==> config.mk <==
export PLATFORM = sky130hd
export DESIGN_NAME = beta_pipe_cu
export DESIGN_NICKNAME = d
export VERILOG_FILES = /design/src/rtl/beta_pipe_cu.sv
export SDC_FILE = /design/constraint.sdc
export NUM_CORES = 1
export LEC_CHECK = 0
export CORE_MARGIN = 4
export CORE_UTILIZATION = 40
export CTS_CLUSTER_SIZE = 24
export DETAILED_ROUTE_END_ITERATION = 10
export PLACE_DENSITY = 0.72
export SLEW_MARGIN = 10
export SYNTH_ARGS = -nofsm -noshare
export SYNTH_HDL_FRONTEND = slang
export SYNTH_SLANG_ARGS = --single-unit
==> constraint.sdc <==
create_clock -name clk -period 2.08 [get_ports clk]
set_clock_uncertainty 0.2 [all_clocks]
set_input_delay 0.416 -clock clk [delete_from_list [all_inputs] [get_ports clk]]
set_output_delay 0.416 -clock clk [all_outputs]
set_load 0.01 [all_outputs]
==> src/rtl/beta_pipe_cu.sv <==
// rtl/beta_pipe_cu.sv - registered Beta decode/control stage with IRQ traps, annulment and load-use stalls
module beta_pipe_cu #(
  parameter int NUM_IRQ     = 4,
  parameter int ANNUL_SLOTS = 1,
  parameter int LU_BUBBLES  = 1
) (
  input  logic               clk,
  input  logic               reset,
  input  logic               in_valid,
  output logic               in_ready,
  input  logic [31:0]        instruction,
  input  logic               in_super,
  input  logic               z,
  input  logic [NUM_IRQ-1:0] irq,
  output logic [NUM_IRQ-1:0] irq_ack,
  output logic               out_valid,
  input  logic               out_ready,
  output logic               annul,
  output logic [5:0]         ALUFN,
  output logic               ASEL,
  output logic               BSEL,
  output logic               MOE,
  output logic               MWR,
  output logic [2:0]         PCSEL,
  output logic               RA2SEL,
  output logic               WASEL,
  output logic [1:0]         WDSEL,
  output logic               WERF
);

  localparam logic [1:0] S_RUN   = 2'd0;
  localparam logic [1:0] S_ANNUL = 2'd1;
  localparam logic [1:0] S_STALL = 2'd2;
  localparam logic [2:0] ANNUL_LAST  = 3'(ANNUL_SLOTS - 1);
  localparam logic [1:0] BUBBLE_LAST = 2'(LU_BUBBLES - 1);

  logic [1:0]         state;
  logic [2:0]         annul_cnt;
  logic [1:0]         bubble_cnt;
  logic [NUM_IRQ-1:0] pend;
  logic [4:0]         rc_q;

  logic [5:0] op;
  logic [4:0] rc, ra, rb;
  logic       is_op, is_st, load, hazard, accept, trap;
  logic [NUM_IRQ-1:0] ack_sel, ack_now;

  logic [5:0] d_alufn;
  logic       d_asel, d_bsel, d_moe, d_mwr, d_ra2sel, d_wasel, d_werf, d_redirect;
  logic [2:0] d_pcsel;
  logic [1:0] d_wdsel;

  assign op = instruction[31:26];
  assign rc = instruction[25:21];
  assign ra = instruction[20:16];
  assign rb = instruction[15:11];

  assign load  = !out_valid || out_ready;
  assign is_op = (op[5:4] == 2'b10);
  assign is_st = (op == 6'b011001);
  assign annul = (state == S_ANNUL);

  // MOE is only ever set on a valid issued load, so bubbles clear the hazard by themselves
  assign hazard = (LU_BUBBLES != 0) && MOE && (rc_q != 5'd31) &&
                  ((ra == rc_q) || (is_op && (rb == rc_q)) || (is_st && (rc == rc_q)));

  always_comb begin
    in_ready = 1'b0;
    if (!reset) begin
      case (state)
        S_RUN:   in_ready = load && !hazard;
        S_ANNUL: in_ready = 1'b1;
        default: in_ready = 1'b0;
      endcase
    end
  end

  assign accept = in_valid && in_ready;
  assign trap   = (state == S_RUN) && (pend != '0) && !in_super;

  always_comb begin
    ack_sel = '0;
    for (int i = NUM_IRQ - 1; i >= 0; i--) begin
      if (pend[i]) begin
        ack_sel    = '0;
        ack_sel[i] = 1'b1;
      end
    end
  end

  assign ack_now = (accept && trap) ? ack_sel : '0;

  always_comb begin
    d_alufn    = '0;
    d_asel     = 1'b0;
    d_bsel     = 1'b0;
    d_moe      = 1'b0;
    d_mwr      = 1'b0;
    d_pcsel    = 3'b000;
    d_ra2sel   = 1'b0;
    d_wasel    = 1'b0;
    d_wdsel    = 2'b00;
    d_werf     = 1'b0;
    d_redirect = 1'b0;
    if (trap) begin
      d_pcsel    = 3'b100;
      d_wasel    = 1'b1;
      d_werf     = 1'b1;
      d_redirect = 1'b1;
    end else begin
      casez (op)
        6'b1?????: begin
          d_alufn = {2'b10, op[3:0]};
          d_bsel  = op[4];
          d_wdsel = 2'b01;
          d_werf  = 1'b1;
        end
        6'b011000: begin
          d_alufn = 6'b100000;
          d_bsel  = 1'b1;
          d_moe   = 1'b1;
          d_wdsel = 2'b10;
          d_werf  = 1'b1;
        end
        6'b011001: begin
          d_alufn  = 6'b100000;
          d_bsel   = 1'b1;
          d_ra2sel = 1'b1;
          d_mwr    = 1'b1;
        end
        6'b011111: begin
          d_asel  = 1'b1;
          d_moe   = 1'b1;
          d_wdsel = 2'b10;
          d_werf  = 1'b1;
        end
        6'b011011: begin
          d_pcsel    = 3'b010;
          d_werf     = 1'b1;
          d_redirect = 1'b1;
        end
        6'b011100, 6'b011101: begin
          d_werf = 1'b1;
          // op[0] selects BNE, which branches on z==0
          if (op[0] ^ z) begin
            d_pcsel    = 3'b001;
            d_redirect = 1'b1;
          end
        end
        default: begin
          d_pcsel    = 3'b011;
          d_wasel    = 1'b1;
          d_werf     = 1'b1;
          d_redirect = 1'b1;
        end
      endcase
    end
  end

  always_ff @(posedge clk or posedge reset) begin
    if (reset) begin
      state      <= S_RUN;
      annul_cnt  <= '0;
      bubble_cnt <= '0;
      pend       <= '0;
      irq_ack    <= '0;
      rc_q       <= '0;
      out_valid  <= 1'b0;
      ALUFN      <= '0;
      ASEL       <= 1'b0;
      BSEL       <= 1'b0;
      MOE        <= 1'b0;
      MWR        <= 1'b0;
      PCSEL      <= '0;
      RA2SEL     <= 1'b0;
      WASEL      <= 1'b0;
      WDSEL      <= '0;
      WERF       <= 1'b0;
    end else begin
      pend    <= (pend & ~ack_now) | irq;
      irq_ack <= ack_now;

      if (load) begin
        if (accept && (state == S_RUN)) begin
          out_valid <= 1'b1;
          ALUFN     <= d_alufn;
          ASEL      <= d_asel;
          BSEL      <= d_bsel;
          MOE       <= d_moe;
          MWR       <= d_mwr;
          PCSEL     <= d_pcsel;
          RA2SEL    <= d_ra2sel;
          WASEL     <= d_wasel;
          WDSEL     <= d_wdsel;
          WERF      <= d_werf;
          rc_q      <= rc;
        end else begin
          // bubble or discarded slot: zeroed controls
          out_valid <= 1'b0;
          ALUFN     <= '0;
          ASEL      <= 1'b0;
          BSEL      <= 1'b0;
          MOE       <= 1'b0;
          MWR       <= 1'b0;
          PCSEL     <= '0;
          RA2SEL    <= 1'b0;
          WASEL     <= 1'b0;
          WDSEL     <= '0;
          WERF      <= 1'b0;
          rc_q      <= '0;
        end
      end

      case (state)
        S_RUN: begin
          if (accept && d_redirect) begin
            state     <= S_ANNUL;
            annul_cnt <= '0;
          end else if (in_valid && hazard && load && (LU_BUBBLES > 1)) begin
            state      <= S_STALL;
            bubble_cnt <= 2'd1;
          end
        end
        S_ANNUL: begin
          if (accept) begin
            if (annul_cnt == ANNUL_LAST) state <= S_RUN;
            else annul_cnt <= annul_cnt + 3'd1;
          end
        end
        default: begin
          if (load) begin
            if (bubble_cnt == BUBBLE_LAST) state <= S_RUN;
            else bubble_cnt <= bubble_cnt + 2'd1;
          end
        end
      endcase
    end
  end

endmodule

==> results of run 1 <==
-- worst min-delay path: stages --
cell and delay [ns]:
dlymetal6s2s_1 0.18, inv_1 0.09, buf_4 0.39
-- area by class of cell --
type | instances | area (sq um) | share of cell area [%]
inverters | 7 | 26.28 | 0.9329
multi-input cells | 136 | 1033 | 36.69
well taps | 52 | 65.06 | 2.310
repair buffers | 84 | 754.5 | 26.79
flip-flops and latches | 34 | 858.3 | 30.48
clock buffers | 5 | 68.82 | 2.443
clock inverters | 2 | 10.01 | 0.3554
-- repair_timing --
| action | in CTS | in global routing |
|---|---|---|
| setup endpoints to repair | 23 | 22 |
| pin swaps | 16 | 15 |
| buffers inserted | 5 | 0 |
| resized for setup | 41 | 17 |
| cloned | 0 | 1 |
-- layer usage --
metal  global-route usage, %  share of wire (%)  vias up
met3                   3.044                4.9        6
met4                   6.522                1.6        0
met5                       0                  0        -
met1                   24.55                 45      817
li1                        -                  -      829
met2                   29.01                 49       47
-- report_power, final --
part | switching [mW] | internal [mW] | total (mW)
registers | 0.100 | 0.745 | 0.846
logic | 0.349 | 0.405 | 0.754
clock network | 0.234 | 0.225 | 0.459
total | 0.683 | 1.37 | 2.06
-- per-stage QoR --
stage / utilization, % / hold slack, ns / TNS, ns / instance area (sq um) / setup WS, ns
2_1_floorplan: - / 0.3145 / 0 / 1903 / 0.04010
4_1_cts: 61.21 / 0.2963 / -0.3066 / 2739 / -0.3066
3_3_place_gp: 58.05 / 0.2714 / -8.638 / 2597 / -0.8717
5_1_grt: 62.95 / 0.2300 / -0.2986 / 2816 / -0.2716
6_report: 62.95 / 0.1742 / -0.2131 / 2816 / -0.2131
3_5_place_dp: 58.05 / 0.2812 / -11.10 / 2597 / -0.8676
-- logic make-up (layout without fill, tap and decap cells) --
| family | count (synthesis) | in the layout | synth area share (%) |
|---|---|---|---|
| adder cells (fa/ha/maj) | 2 | 2 | 1.318 |
| XOR/XNOR | 16 | 16 | 7.383 |
| flip-flops | 34 | 34 | 44.83 |
| other | 1 | 1 | 0.1976 |
| multiplexers | 1 | 1 | 0.5274 |
| AO/OA/AOI/OAI | 53 | 53 | 21.03 |
| AND/OR/NAND/NOR | 63 | 63 | 17.34 |
| buffers and inverters | 25 | 98 | 7.383 |
-- layout by cell type (no fill, tap or decap), drive strengths merged, types with 3 or more instances in the layout --
| master | count |
|---|---|
| inv | 7 |
| xnor2 | 16 |
| a21oi | 7 |
| dfrtp | 34 |
| buf | 31 |
| clkbuf | 5 |
| nor2 | 10 |
| nor3 | 3 |
| nand3 | 10 |
| nand4 | 3 |
| a22o | 9 |
| a31oi | 3 |
| dlygate4sd2 | 21 |
| nand2 | 20 |
| and3 | 3 |
| o21ai | 18 |
| clkdlybuf4s50 | 30 |
-- state kept, by name (all words and copies together), names as in the netlist, 2 cells and up --
| register | count |
|---|---|
| rc_q | 5 |
| WDSEL | 2 |
| irq_ack | 4 |
| PCSEL | 3 |
| annul_cnt | 3 |
| pend | 4 |
| ALUFN | 5 |
-- synth_stat cells, types with 2 or more instances --
cell / count
a21oi_1: 7
a22o_1: 9
o21a_1: 2
nor4_1: 2
or3_1: 2
buf_2: 2
clkbuf_1: 5
clkbuf_2: 5
dfrtp_1: 34
o21ai_2: 2
a31oi_1: 2
nand4_1: 2
nand3_1: 10
nor2b_1: 2
nor3_1: 2
and3_1: 3
a32o_1: 2
nand2_1: 20
nand2b_1: 2
o21ai_0: 5
nor2_1: 10
buf_6: 4
buf_4: 2
o21ai_1: 11
inv_1: 7
ha_1: 2
xnor2_1: 16
-- worst paths after layout --
path,depth (start not counted),start,end
min in group clk,2,ALUFN[5]$_DFFE_PP0P_,ALUFN[5]$_DFFE_PP0P_
worst max register to register,8,rc_q[1]$_DFFE_PP0P_,WDSEL[0]$_DFFE_PP0P_
worst max-delay path,6,rc_q[3]$_DFFE_PP0P_,in_ready
max in group asynchronous,3,reset,rc_q[2]$_DFFE_PP0P_
worst min register to register,2,ALUFN[5]$_DFFE_PP0P_,ALUFN[5]$_DFFE_PP0P_
worst min-delay path,3,reset,pend[2]$_DFF_PP0_
==> reports/results.tsv, run 1 <==
metric	value	unit
hold crit path type	input port to async pin	
slowest cell on the critical path	dfrtp_2	
setup violators final	1	
Via density	5.309	
CTS Root Cell	clkbuf_8	
grt total ovfl	0	
dominant cell type by area after synthesis	dfrtp_1	
Final Worst Setup Slack	-0.2131	ns
count of different cell masters after synthesis	50	
CTS tree	built	
total power	2.058	mW
CP Class	flip-flop to primary output	
initial detailed-routing violation count	105	
core area	4474	sq um
P&R area growth vs syn	48.38	%
CP delay by family, top	compound AO/OA/AOI/OAI gates	
Worst-Skew Late Latency	0.28	ns
Starting Density	42.42	%
WL/cell	15.85	um
routability cong.	0.8537	
Post-synth top flop	dfrtp_1	
Non-Filler Instances	320	
Antenna Cells	0	
Worst EP required	1.46	ns
final wirelength	5072	um
Die Wd	76.89	um
synthesized instance count	195	
Final min period	2.293	ns
Pleak	1.255	nW
synth top area cells	dfrtp_1 (45%), xnor2_1 (7.4%), a22o_1 (4.2%)	
Critical path buffers and inverters	1	
Die H	76.89	um
register area share after synthesis	44.83	%
Startpoint Class	flip-flop	
clock tree buffer depth	2	
DRC	0	
P per Cell Area	730.8	nW/um^2
Arr. time, crit path	1.68	ns
H-Tree Depth	2	
Top-Level Pins	67	
Hold Buf Count CTS	0	
final-report max-slew violation count	0	
total number of vias	1699	
Clock Sinks	34	
Post-Syn Nets	239	
CTS Buf Count	5	
die area	5911	sq um
fraction of registers with async set/reset	100.0	%
Fin. Hold Viols	0	
DP Cell Count	310	
synth warn	0	
max_cap viols	0	
maximum fanout along the worst path	5	
#FFs+latches synth	34	
initial antenna violation count	0	
DRT antenna net count	0	
Clock transition at path regs	0.07	ns
syn_area_per_cell	9.734	sq um
fmax	436.1	MHz
CP Capture Type	primary output	
num rows	24	
EDFF count, synth	0	
VDD IR-drop max	366.3	uV
filler instances	376	
vias in the first global route	1733	
reg-to-reg slack, setup	0.07	ns
nets@finish	312	
DR pass1 iterations	4	
Synth top area share	44.83	%
Buffers on Ports	54	
pin count of the biggest net entering global routing	36	
failing checks	setup timing	
GRT Overall Usage	18.08	%
layout cell share with drive strength beyond 1	26.12	%
first-pass GRT wire length	8583	um
unrepaired setup endpoints after global routing	yes	
status	finished, violations left	
Tcrit/Tclk final	110.2	%
Detail Placement HPWL	3695	um
Post-Syn Area	1898	sq um
largest stage delay on the critical path	0.47	ns
crit path cell chain	xnor2_1 -> nand2_1 -> o22ai_4 -> o21ba_4 -> o31ai_4 -> buf_2	
Note: power is estimated with default switching activity, not from simulation.
==> run 2, diff against run 1 <==
--- a/config.mk
+++ b/config.mk
@@ -11,4 +11,5 @@
 export DETAILED_ROUTE_END_ITERATION = 10
 export PLACE_DENSITY = 0.72
+export SETUP_SLACK_MARGIN = 0.05
 export SLEW_MARGIN = 10
 export SYNTH_ARGS = -nofsm -noshare
==> constraint.sdc (replaced) <==
create_clock -name clk -period 2.08 [get_ports clk]
set_clock_uncertainty 0.2 [all_clocks]
set_input_delay 0.624 -clock clk [delete_from_list [all_inputs] [get_ports clk]]
set_output_delay 0.624 -clock clk [all_outputs]
set_load 0.01 [all_outputs]
==> run 2 against run 1 <==
  * The run still ends with setup timing left
  * Maximum frequency decreased by 10%
  * Sequential cell count unchanged
  * Highest routed layer unchanged
  * Core utilization increased by 3.2 points
  * Combinational power increased by 19%
  * Via count increased by 2.4%
==> reports/results.tsv, run 2 (synthesis gave the netlist of run 1 again) <==
metric	value	unit	change
reg-to-reg slack, setup	-0.19	ns	-0.26 ns
Starting Density	42.42	%	unchanged
num rows	24		unchanged
Worst EP required	1.26	ns	-0.20 ns
Arr. time, crit path	1.72	ns	+0.04 ns
CP Class	input port to primary output		
core area	4474	sq um	unchanged
setup violators final	35		+34
CP delay by family, top	compound AO/OA/AOI/OAI gates		
Hold Crit Start	WERF$_DFFE_PP0P_		
Fin. Hold Viols	0		unchanged
GRT Overall Usage	18.54	%	+0.46 points
CTS Root Cell	clkbuf_8		
most frequent cells in the layout	dfrtp_1 (30), buf_4 (25), nand2_1 (19)		
total negative slack	-3.737	ns	-3.523 ns
Reg-to-Reg Start	rc_q[0]$_DFFE_PP0P_		
Die Wd	76.89	um	unchanged
fmax	392.4	MHz	-10%
pre-CTS setup slack	-1.255	ns	-0.3876 ns
filler instances	339		-9.8%
CTS tree	built		
pin count of the biggest net entering global routing	36		unchanged
largest stage delay on the critical path	0.22	ns	-0.25 ns
Via density	5.321		+0.22%
die area	5911	sq um	unchanged
total number of vias	1740		+2.4%
first-pass GRT wire length	8625	um	+0.49%
Die H	76.89	um	unchanged
clock network power share	22.6	%	+0.3 points
Logic pwr share	40.5	%	+3.9 points
CP Capture Type	primary output		
Final min period	2.548	ns	+0.2554 ns
worst r2r dst	WDSEL[0]$_DFFE_PP0P_		
register share of total power	37.0	%	-4.1 points
Tcrit/Tclk final	122.5	%	+12 points
clock tree buffer depth	2		unchanged
Critical path buffers and inverters	2		+1
Register-to-Register Path Depth	10		+2
Detail Placement HPWL	3569	um	-3.4%
initial antenna violation count	0		unchanged
DR pass1 iterations	4		unchanged
slowest cell on the critical path	o21ba_4		
Top-Level Pins	67		unchanged
final-report max-slew violation count	0		unchanged
layout cell share with drive strength beyond 1	33.82	%	+7.7 points
hold crit path type	flip-flop to flip-flop		
Clock transition at path regs	0.07	ns	about the same
P_int	1.493	mW	+8.6%
crit path cell chain	clkdlybuf4s15_2 -> xnor2_2 -> nand2_2 -> o22ai_4 -> o21ba_4 -> o31ai_4 -> buf_2		
Hold Path Stages	2		
sw power	0.7279	mW	+6.5%
cell area after layout	2962	sq um	+5.2%
Placed Instance Area	2640	sq um	+1.6%
hold endpoint	WERF$_DFFE_PP0P_		
DRT antenna net count	0		unchanged
WL/cell	16.58	um	+4.6%
nets@finish	318		+1.9%
max_cap viols	0		unchanged
top flop regs	ALUFN (5), rc_q (5)		
P&R area growth vs syn	56.03	%	
CTS Buf Count	5		unchanged
H-Tree Depth	2		unchanged
Buffers on Ports	54		unchanged
VDD IR-drop max	433.6	uV	+18%
maximum fanout along the worst path	2		-3
Worst-Skew Late Latency	0.29	ns	about the same
Clock Sinks	34		unchanged
DRC	0		unchanged
Antenna Cells	0		unchanged
P per Cell Area	750.0	nW/um^2	+2.6%
Startpoint Class	input port		
routability cong.	0.8176		-4.2%
commonest non-fill, non-tap cell in the layout	dfrtp_1		
status	finished, violations left		
final wirelength	5423	um	+6.9%
failing checks	setup timing		
grt total ovfl	0		unchanged
initial detailed-routing violation count	94		-10%
Pleak	1.540	nW	+23%
Switching Share	32.77	%	-0.43 points
vias in the first global route	1753		+1.2%
Final Worst Setup Slack	-0.4685	ns	-0.2554 ns
unrepaired setup endpoints after global routing	yes		
## run 2: cell count changes in the layout (fill, tap and decap cells not counted), moves of 2 or more
cell / change
o21ai_2: +3
buf_6: +4
clkdlybuf4s50_1: -21
buf_2: +10
dlygate4sd2_1: -12
buf_12: +2
dlymetal6s2s_1: +12
clkbuf_2: +3
dfrtp_2: -2
clkdlybuf4s15_1: +5
dfrtp_1: +2
o21ai_1: -3
## run 2: final cells by class
cell class                      instances  area (sq um)  share of cell area, %
Clock buffer                            7         86.33                  2.915
Clock inverter                          1         5.005                 0.1690
Inverter                                7         30.03                  1.014
Multi-Input combinational cell        137          1066                  35.99
Sequential cell                        34         855.8                  28.90
Tap cell                               52         65.06                  2.197
Timing Repair Buffer                   89         853.3                  28.81
## run 2: what timing repair did
item / CTS / global route
setup buffers: 20 / 0
hold buffers: 0 / 0
resized for setup: 107 / 26
setup endpoints to repair: 41 / 49
cloned: 2 / 1
pin swaps: 40 / 10
## run 2: worst max-delay path by stage
stage	cells past startpoint	end	startpoint
after global placement	7	in_ready	instruction[28]
after CTS	7	in_ready	instruction[30]
after floorplan	6	in_ready	instruction[28]
after detailed placement	7	in_ready	instruction[28]
after global routing	6	in_ready	rc_q[0]$_DFFE_PP0P_
final	7	in_ready	instruction[19]
## run 2: routing by layer
metal / track usage (%) / vias to the layer above / part of all wire, % / wire length, um
li1: - / 845 / - / -
met1: 22.92 / 845 / 44 / 2370
met2: 31.45 / 44 / 50 / 2727
met3: 4.801 / 6 / 4.6 / 251
met4: 5.978 / 0 / 1.4 / 74
met5: 0 / - / 0 / 0
## run 2: power by group through the flow
stage / combinational (mW) / clock (mW) / sequential [mW]
4_1_cts: 0.879 / 0.520 / 0.814
6_report: 0.899 / 0.501 / 0.821
5_1_grt: 0.958 / 0.551 / 0.833
3_3_place_gp: 0.744 / 0 / 0.818
2_1_floorplan: 0.404 / 0 / 0.813
3_5_place_dp: 0.752 / 0 / 0.821
## run 2: worst min-delay path: cells and delay by family, from the launching register on
kind            cells  cell delay, ns
simple gates        1            0.06
compound gates      1            0.05
flops               1            0.34
## run 2: stage by stage
step | hold slack [ns] | std cells | total power [mW] | util [%]
floorplan | 0.3145 | 195 | 1.217 | -
global placement | 0.2712 | 312 | 1.562 | 59.00
detailed placement | 0.2753 | 312 | 1.572 | 59.00
CTS | 0.2906 | 326 | 2.214 | 64.63
global route | 0.3170 | 327 | 2.342 | 66.19
finish | 0.2798 | 327 | 2.221 | 66.19
